**config.mk**
```make
export PLATFORM = sky130hd
export DESIGN_NAME = bsr_seq
export DESIGN_NICKNAME = d
export VERILOG_FILES = /design/src/rtl/bsr_seq.sv
export SDC_FILE = /design/constraint.sdc
export NUM_CORES = 1
export LEC_CHECK = 0
export ABC_AREA = 1
export CAP_MARGIN = 20
export CORE_MARGIN = 2
export CORE_UTILIZATION = 44
export DETAILED_ROUTE_END_ITERATION = 8
export PLACE_DENSITY = 0.79
export SYNTH_ARGS = -nofsm -noshare
export SYNTH_HDL_FRONTEND = slang
export SYNTH_SLANG_ARGS = --single-unit
```
**constraint.sdc**
```tcl
create_clock -name CLK -period 1.6 [get_ports CLK]
set_clock_uncertainty 0.1 [all_clocks]
set_input_delay 0.16 -clock CLK [delete_from_list [all_inputs] [get_ports CLK]]
set_output_delay 0.16 -clock CLK [all_outputs]
set_load 0.05 [all_outputs]
```
**src/rtl/bsr_seq.sv**
```systemverilog
// bsr_seq -- sequential right-rotate unit, the inverse of the left barrel
// rotator bs. A START command captures DIN and SEL. The working word is then
// rotated by one bit per clock until SEL steps are done. The result appears
// on DOUT with a one-cycle DONE pulse and is held until the next result.
//
// Optional feature macro: BSR_DIR_EN. When it is defined, a DIR input is
// added and captured with START: 0 = rotate right, 1 = rotate left.
//
// Parameters:
//   WIDTH  data width, must equal 2**SELW
//   SELW   width of the rotate amount
// Ports:
//   CLK    clock, rising edge
//   RST    synchronous active-high reset
//   START  command strobe, sampled in IDLE and DONE only
//   SEL    rotate amount 0..WIDTH-1, captured with START
//   DIN    word to rotate, captured with START
//   DIR    direction (BSR_DIR_EN only), captured with START
//   DOUT   registered result, changes only on entry to DONE
//   BUSY   high while rotation steps are in progress
//   DONE   one-cycle pulse, DOUT valid in the same cycle
module bsr_seq #(
  parameter int WIDTH = 4,
  parameter int SELW  = 2
) (
  input  logic             CLK,
  input  logic             RST,
  input  logic             START,
  input  logic [SELW-1:0]  SEL,
  input  logic [WIDTH-1:0] DIN,
`ifdef BSR_DIR_EN
  input  logic             DIR,
`endif
  output logic [WIDTH-1:0] DOUT,
  output logic             BUSY,
  output logic             DONE
);

  typedef enum logic [1:0] {
    ST_IDLE  = 2'd0,
    ST_SHIFT = 2'd1,
    ST_DONE  = 2'd2
  } state_t;

  state_t            state;
  logic [WIDTH-1:0]  w;
  logic [SELW-1:0]   cnt;
  logic [WIDTH-1:0]  w_step;
`ifdef BSR_DIR_EN
  logic              dir_q;
`endif

  function automatic logic [WIDTH-1:0] rotr1(input logic [WIDTH-1:0] x);
    return {x[0], x[WIDTH-1:1]};
  endfunction

  function automatic logic [WIDTH-1:0] rotl1(input logic [WIDTH-1:0] x);
    return {x[WIDTH-2:0], x[WIDTH-1]};
  endfunction

  // One rotation step of the working word in the captured direction.
  always_comb begin
    w_step = rotr1(w);
`ifdef BSR_DIR_EN
    if (dir_q) w_step = rotl1(w);
`endif
  end

  always_ff @(posedge CLK) begin
    if (RST) begin
      state <= ST_IDLE;
      w     <= '0;
      cnt   <= '0;
      DOUT  <= '0;
      BUSY  <= 1'b0;
      DONE  <= 1'b0;
`ifdef BSR_DIR_EN
      dir_q <= 1'b0;
`endif
    end else begin
      case (state)
        // IDLE and DONE both accept a command, so back-to-back starts
        // lose no cycle.
        ST_IDLE, ST_DONE: begin
          DONE <= 1'b0;
          BUSY <= 1'b0;
          if (START) begin
            w   <= DIN;
            cnt <= SEL;
`ifdef BSR_DIR_EN
            dir_q <= DIR;
`endif
            if (SEL != '0) begin
              state <= ST_SHIFT;
              BUSY  <= 1'b1;
            end else begin
              // Zero rotation goes straight to DONE, so CNT never
              // decrements from 0.
              state <= ST_DONE;
              DONE  <= 1'b1;
              DOUT  <= DIN;
            end
          end else begin
            state <= ST_IDLE;
          end
        end

        ST_SHIFT: begin
          w   <= w_step;
          cnt <= cnt - SELW'(1);
          if (cnt == SELW'(1)) begin
            state <= ST_DONE;
            BUSY  <= 1'b0;
            DONE  <= 1'b1;
            DOUT  <= w_step;
          end
        end

        default: begin
          state <= ST_IDLE;
          BUSY  <= 1'b0;
          DONE  <= 1'b0;
        end
      endcase
    end
  end

endmodule

```
Word-level counts from Yosys, hierarchy flattened

Cells that the tools add are included.
W data, S select, Z words.

Bits in registers: 14
Input port bits: 9
Output and inout port bits: 6
Word-level logic and storage cells: 39

Equality and inequality tests: 6
$add $sub $neg: 1
Muxes and demuxes: 20
Reduce and logical (&&, ||, !) cells: 6

Operator list:

| operator              | number |
|---|---|
| $mux W4               | 4 |
| $pmux W4 S2           | 2 |
| $mux W2               | 4 |
| $pmux W2 S2           | 2 |
| $mux W1               | 6 |
| $ne A2 B2 Y1 const B  | 3 |
| $eq A2 B1 Y1 const B  | 2 |
| $pmux W1 S2           | 2 |
| $reduce_and A4 Y1     | 1 |
| $reduce_bool A2 Y1    | 2 |
| $eq A2 B2 Y1 const B  | 1 |
| $logic_not A2 Y1      | 1 |
| $reduce_and A2 Y1     | 1 |
| $reduce_or A2 Y1      | 1 |
| $sub A2 B1 Y2 const B | 1 |

Logic depth before layout (Yosys ltp)

Depth in word-level cells: 4
Mapped depth: 8
Mapped depth without buffers: 8

Worst setup path after synthesis

Ideal clock, no wire load.

Kind: register -> register
From: reg DONE (netlist name)
To: reg DOUT[3]
Period minus slack after synthesis: 1.472 ns
Required time: 1.390 ns
Stages on the path, launching flop included: 8
Slack: 0.128 ns
Data arrival time: 1.262 ns
Buffers on the path: 0
Library setup time: 0.110 ns
Cell sequence: dfxtp_1 inv_1 nand2_4 nand2_1 nand2_1 nand3_1 nand2_1 nor2_2

RTL lines:

| what                 | RTL line | RTL |
|---|---|---|
| to (signal assigned) | 115      | `DOUT <= w_step;` |
| to (decl)            | 34       | `output logic [WIDTH-1:0] DOUT,` |

Worst setup path in the final report

From: reg cnt[0]
To: reg DOUT[3]

Cells in the longest elaborated chain, start to end: 3

Ends and longest elaborated chain:

| what                        | RTL line | RTL |
|---|---|---|
| from (decl)                 | 47       | `logic [SELW-1:0] cnt;` |
| from (signal assigned)      | 110      | `cnt <= cnt - SELW'(1);` |
| $eq A2 B1 Y1                | 111      | `if (cnt == SELW'(1)) begin` |
| $ne A2 B2 Y1 (no line)      | --       |  |
| $reduce_and A4 Y1 (no line) | --       |  |

No other way between the ends.
A chain may end at the register's enable or synchronous reset.

==> results.md <==
- Top cell type's share of synthesized area: 0.381
- Aggregate global routing overflow: 0
- Power density of the placed cells: ~1000 nW/um2
- All-layer global routing usage: 0.173
- Number of remaining DRC errors: 0
- Maximum count of clock buffers along a single path: 2
- Share of synthesized area occupied by flip-flops and latches: 0.381
- Gate Count Post-Synth: 98
- Layout filler cell count: 132
- Initial core utilization: 0.459
- Maximum fanout along the worst path: 7
- Width of the die: approximately 43 um
- Number of nets at the end of the flow: around 130
- Synth cell count leaders: 21 x nand2_1, 18 x nor2_1, 15 x inv_1
- Library cell used as clock root buffer: clkbuf_4
- Total length of routed wires: between 1000 and 1500 um
- Required @ worst endpoint: 1730 ps
- Vias: between 500 and 600
- Final count of negative-setup-slack endpoints: 0
- Post-synthesis cell type count: 19
- Most frequent cell after synthesis: nand2_1
- Most area-consuming cells after synthesis: dfxtp_1 38%, nand2_1 12%, nor2_1 9.9%
- Final hold violation count: 0
- Die area: about 1900 um2
- Crit-path max cell delay: about 380 ps
- Worst EP arrival: 1450 ps
- Worst slack after detailed placement: around 190 ps
- Total placed cells including tap cells: about 130
- Total negative slack for setup checks: 0 ps
- WHS Path Cells: 2
- Crit. End Element: register
- Resized Gates After CTS: 0
- Synthesis-stage register bit count: 13
- Achievable frequency: 0.755 GHz
- Post-layout instance count excluding filler cells: between 100 and 150
- Leak pwr: between 0.4 and 0.5 nW
- Total power draw: about 0.00086 W
- Clock Latency Late Sink: 280 ps
- Worst setup margin: 276 ps
- Compound-cell area share of the yosys netlist: 0.130
- Worst slew margin: 0.742
- Outcome: finished clean
- Cell row count: 14
- Synth async-reset ratio: 0
- Clock transition at path regs: approximately 80 ps
- Average instance area after synthesis: between 6 and 7 um2
- Cell seen most often among critical-path stages: inv_1
- Classification of the worst setup path: reg -> reg
- Total number of yosys warnings: 0
- Detailed Place HPWL: 1000 um
- Net count of the mapped netlist: around 110
- IO buf count: 14
- Pin count of the biggest net entering global routing: 11
- Adder and majority cell fraction of the synthesized area: 0.0183
- Register-to-Register Path Depth: 7
- TritonCTS clock tree: done
- Core Box Area: 1490 um2
- Post-DR vias/cell: approximately 4.6
- First-pass GRT wire length: roughly 2400 um
- Number of enable-type register cells in the synthesized netlist: 0
- IR Drop Worst-Case VDD: 0.000543 V
- Proportion of layout cells with a drive suffix above 1: 0.200
- Total count of max-transition violations in the final report: 0
- Period Utilization, post-route: 0.827
- Setup Fix Bufs, Post-CTS: 0
- Final Cell Area: 843 um2
- Area added between synthesis and finish: 23.4%
- Minimum clock period: roughly 1300 ps
- Kind of path behind the tightest hold check: reg -> reg
- Avg WL per Cell: approximately 10 um
- Unrepaired setup endpoints after global routing: false
- Die Ht: roughly 43 um
- DRC violation total after the first TritonRoute iteration: 14
- Total of max-cap violations: 0
- Antenna fix cells: 0
- Most used flip-flop cell after synthesis: dfxtp_1
- Xor and xnor area share after synthesis: 0
- Cell taking the most area after synthesis: dfxtp_1
- Actual slew at the worst max-slew pin: 387 ps
- Antenna violations before repair: 0
- IO Pins: 15
- Sink count of the clock tree: 13
- Antenna viol nets, final: 0
- Number of search-and-repair iterations in the first detailed-routing pass: 4
- Synthesized cell area: roughly 680 um2
- GP Congestion: roughly 0.78
- Dominant combinational cell family by area after synthesis: simple AND/OR/NAND/NOR gates
- TritonCTS buffer count: 3
- Placement-stage cell area: 817 um2
- Crit path cell chain: ha_1 > inv_1 > o21ai_2 > nand3_4 > nand2_1 > inv_1 > nor2_2
- Simple-gate share of the synthesized area: 0.346
- Portion of netlist area occupied by mux cells: 0
- Critical Path Source Type: register
- Number of H-tree branching levels: 1
- Number of buffers inserted by hold repair at cts: 0
- CP max-delay cell: dfxtp_1
- Via count of the first global-routing pass: around 570
per-stage QoR:
| stage | util | hold slack [ps] |
|---|---|---|
| after floorplan | - | 122 |
| after global placement | 0.549 | 381 |
| after detailed placement | 0.549 | 393 |
| after CTS | 0.566 | 408 |
| after global routing | 0.566 | 426 |
| final | 0.566 | 403 |
logic make-up (layout without fill, tap and decap cells):
group | Yosys count | in the layout
flops | 13 | 13
buf+inv | 20 | 37
simple gates | 50 | 50
fa+ha+maj | 1 | 1
compound gates | 14 | 14
path summary, 6_finish.rpt:
check	start	slack [ps]	to
worst max-delay path	cnt[0]	280	DOUT[3]
worst min-delay path	cnt[0]	400	cnt[0]
worst max register to register	cnt[0]	280	DOUT[3]
worst min register to register	cnt[0]	400	cnt[0]
layer usage:
metal	global-route usage	share of wire
met5	0	0
met4	0.127	0.018
met3	0.0250	0.033
met2	0.269	0.45
met1	0.217	0.50
layout by cell type, fill, tap and decap left out:
| master | n |
|---|---|
| a21oi_1 | 4 |
| a21oi_2 | 1 |
| buf_4 | 6 |
| clkbuf_1 | 1 |
| clkbuf_4 | 3 |
| clkdlybuf4s50_1 | 8 |
| dfxtp_1 | 13 |
| ha_1 | 1 |
| inv_1 | 15 |
| inv_2 | 3 |
| inv_4 | 1 |
| nand2_1 | 21 |
| nand2_2 | 1 |
| nand2_4 | 3 |
| nand3_1 | 4 |
| nand3_4 | 1 |
| nor2_1 | 18 |
| nor2_2 | 2 |
| o21ai_0 | 3 |
| o21ai_1 | 4 |
| o21ai_2 | 1 |
| o21ai_4 | 1 |
flip-flops by register name, indices dropped and copies added (netlist names):
signal,flops
DOUT,4
w,4
state,1
DONE,1
cnt,2
BUSY,1
critical path: cells and delay by family (launching register included):
kind            cells  cell delay (ps)
buf+inv             2              110
simple gates        3              300
compound gates      1              200
fa+ha+maj           1              180
flops               1              380
area by class of cell:
class                      count  area [um2]  share of cell area
timing repair buffer          14         125               0.148
tap                           16        20.0              0.0237
clock buffer                   4        26.3              0.0312
inverter                      19        73.8              0.0875
sequential                    13         260               0.309
multi-input combinational     65         338               0.401
power by group:
group          internal [W]  switching, W
sequential         0.000360     0.0000261
combinational     0.0000960      0.000167
clock             0.0000969      0.000112
Power figures use the tool's default switching activity.
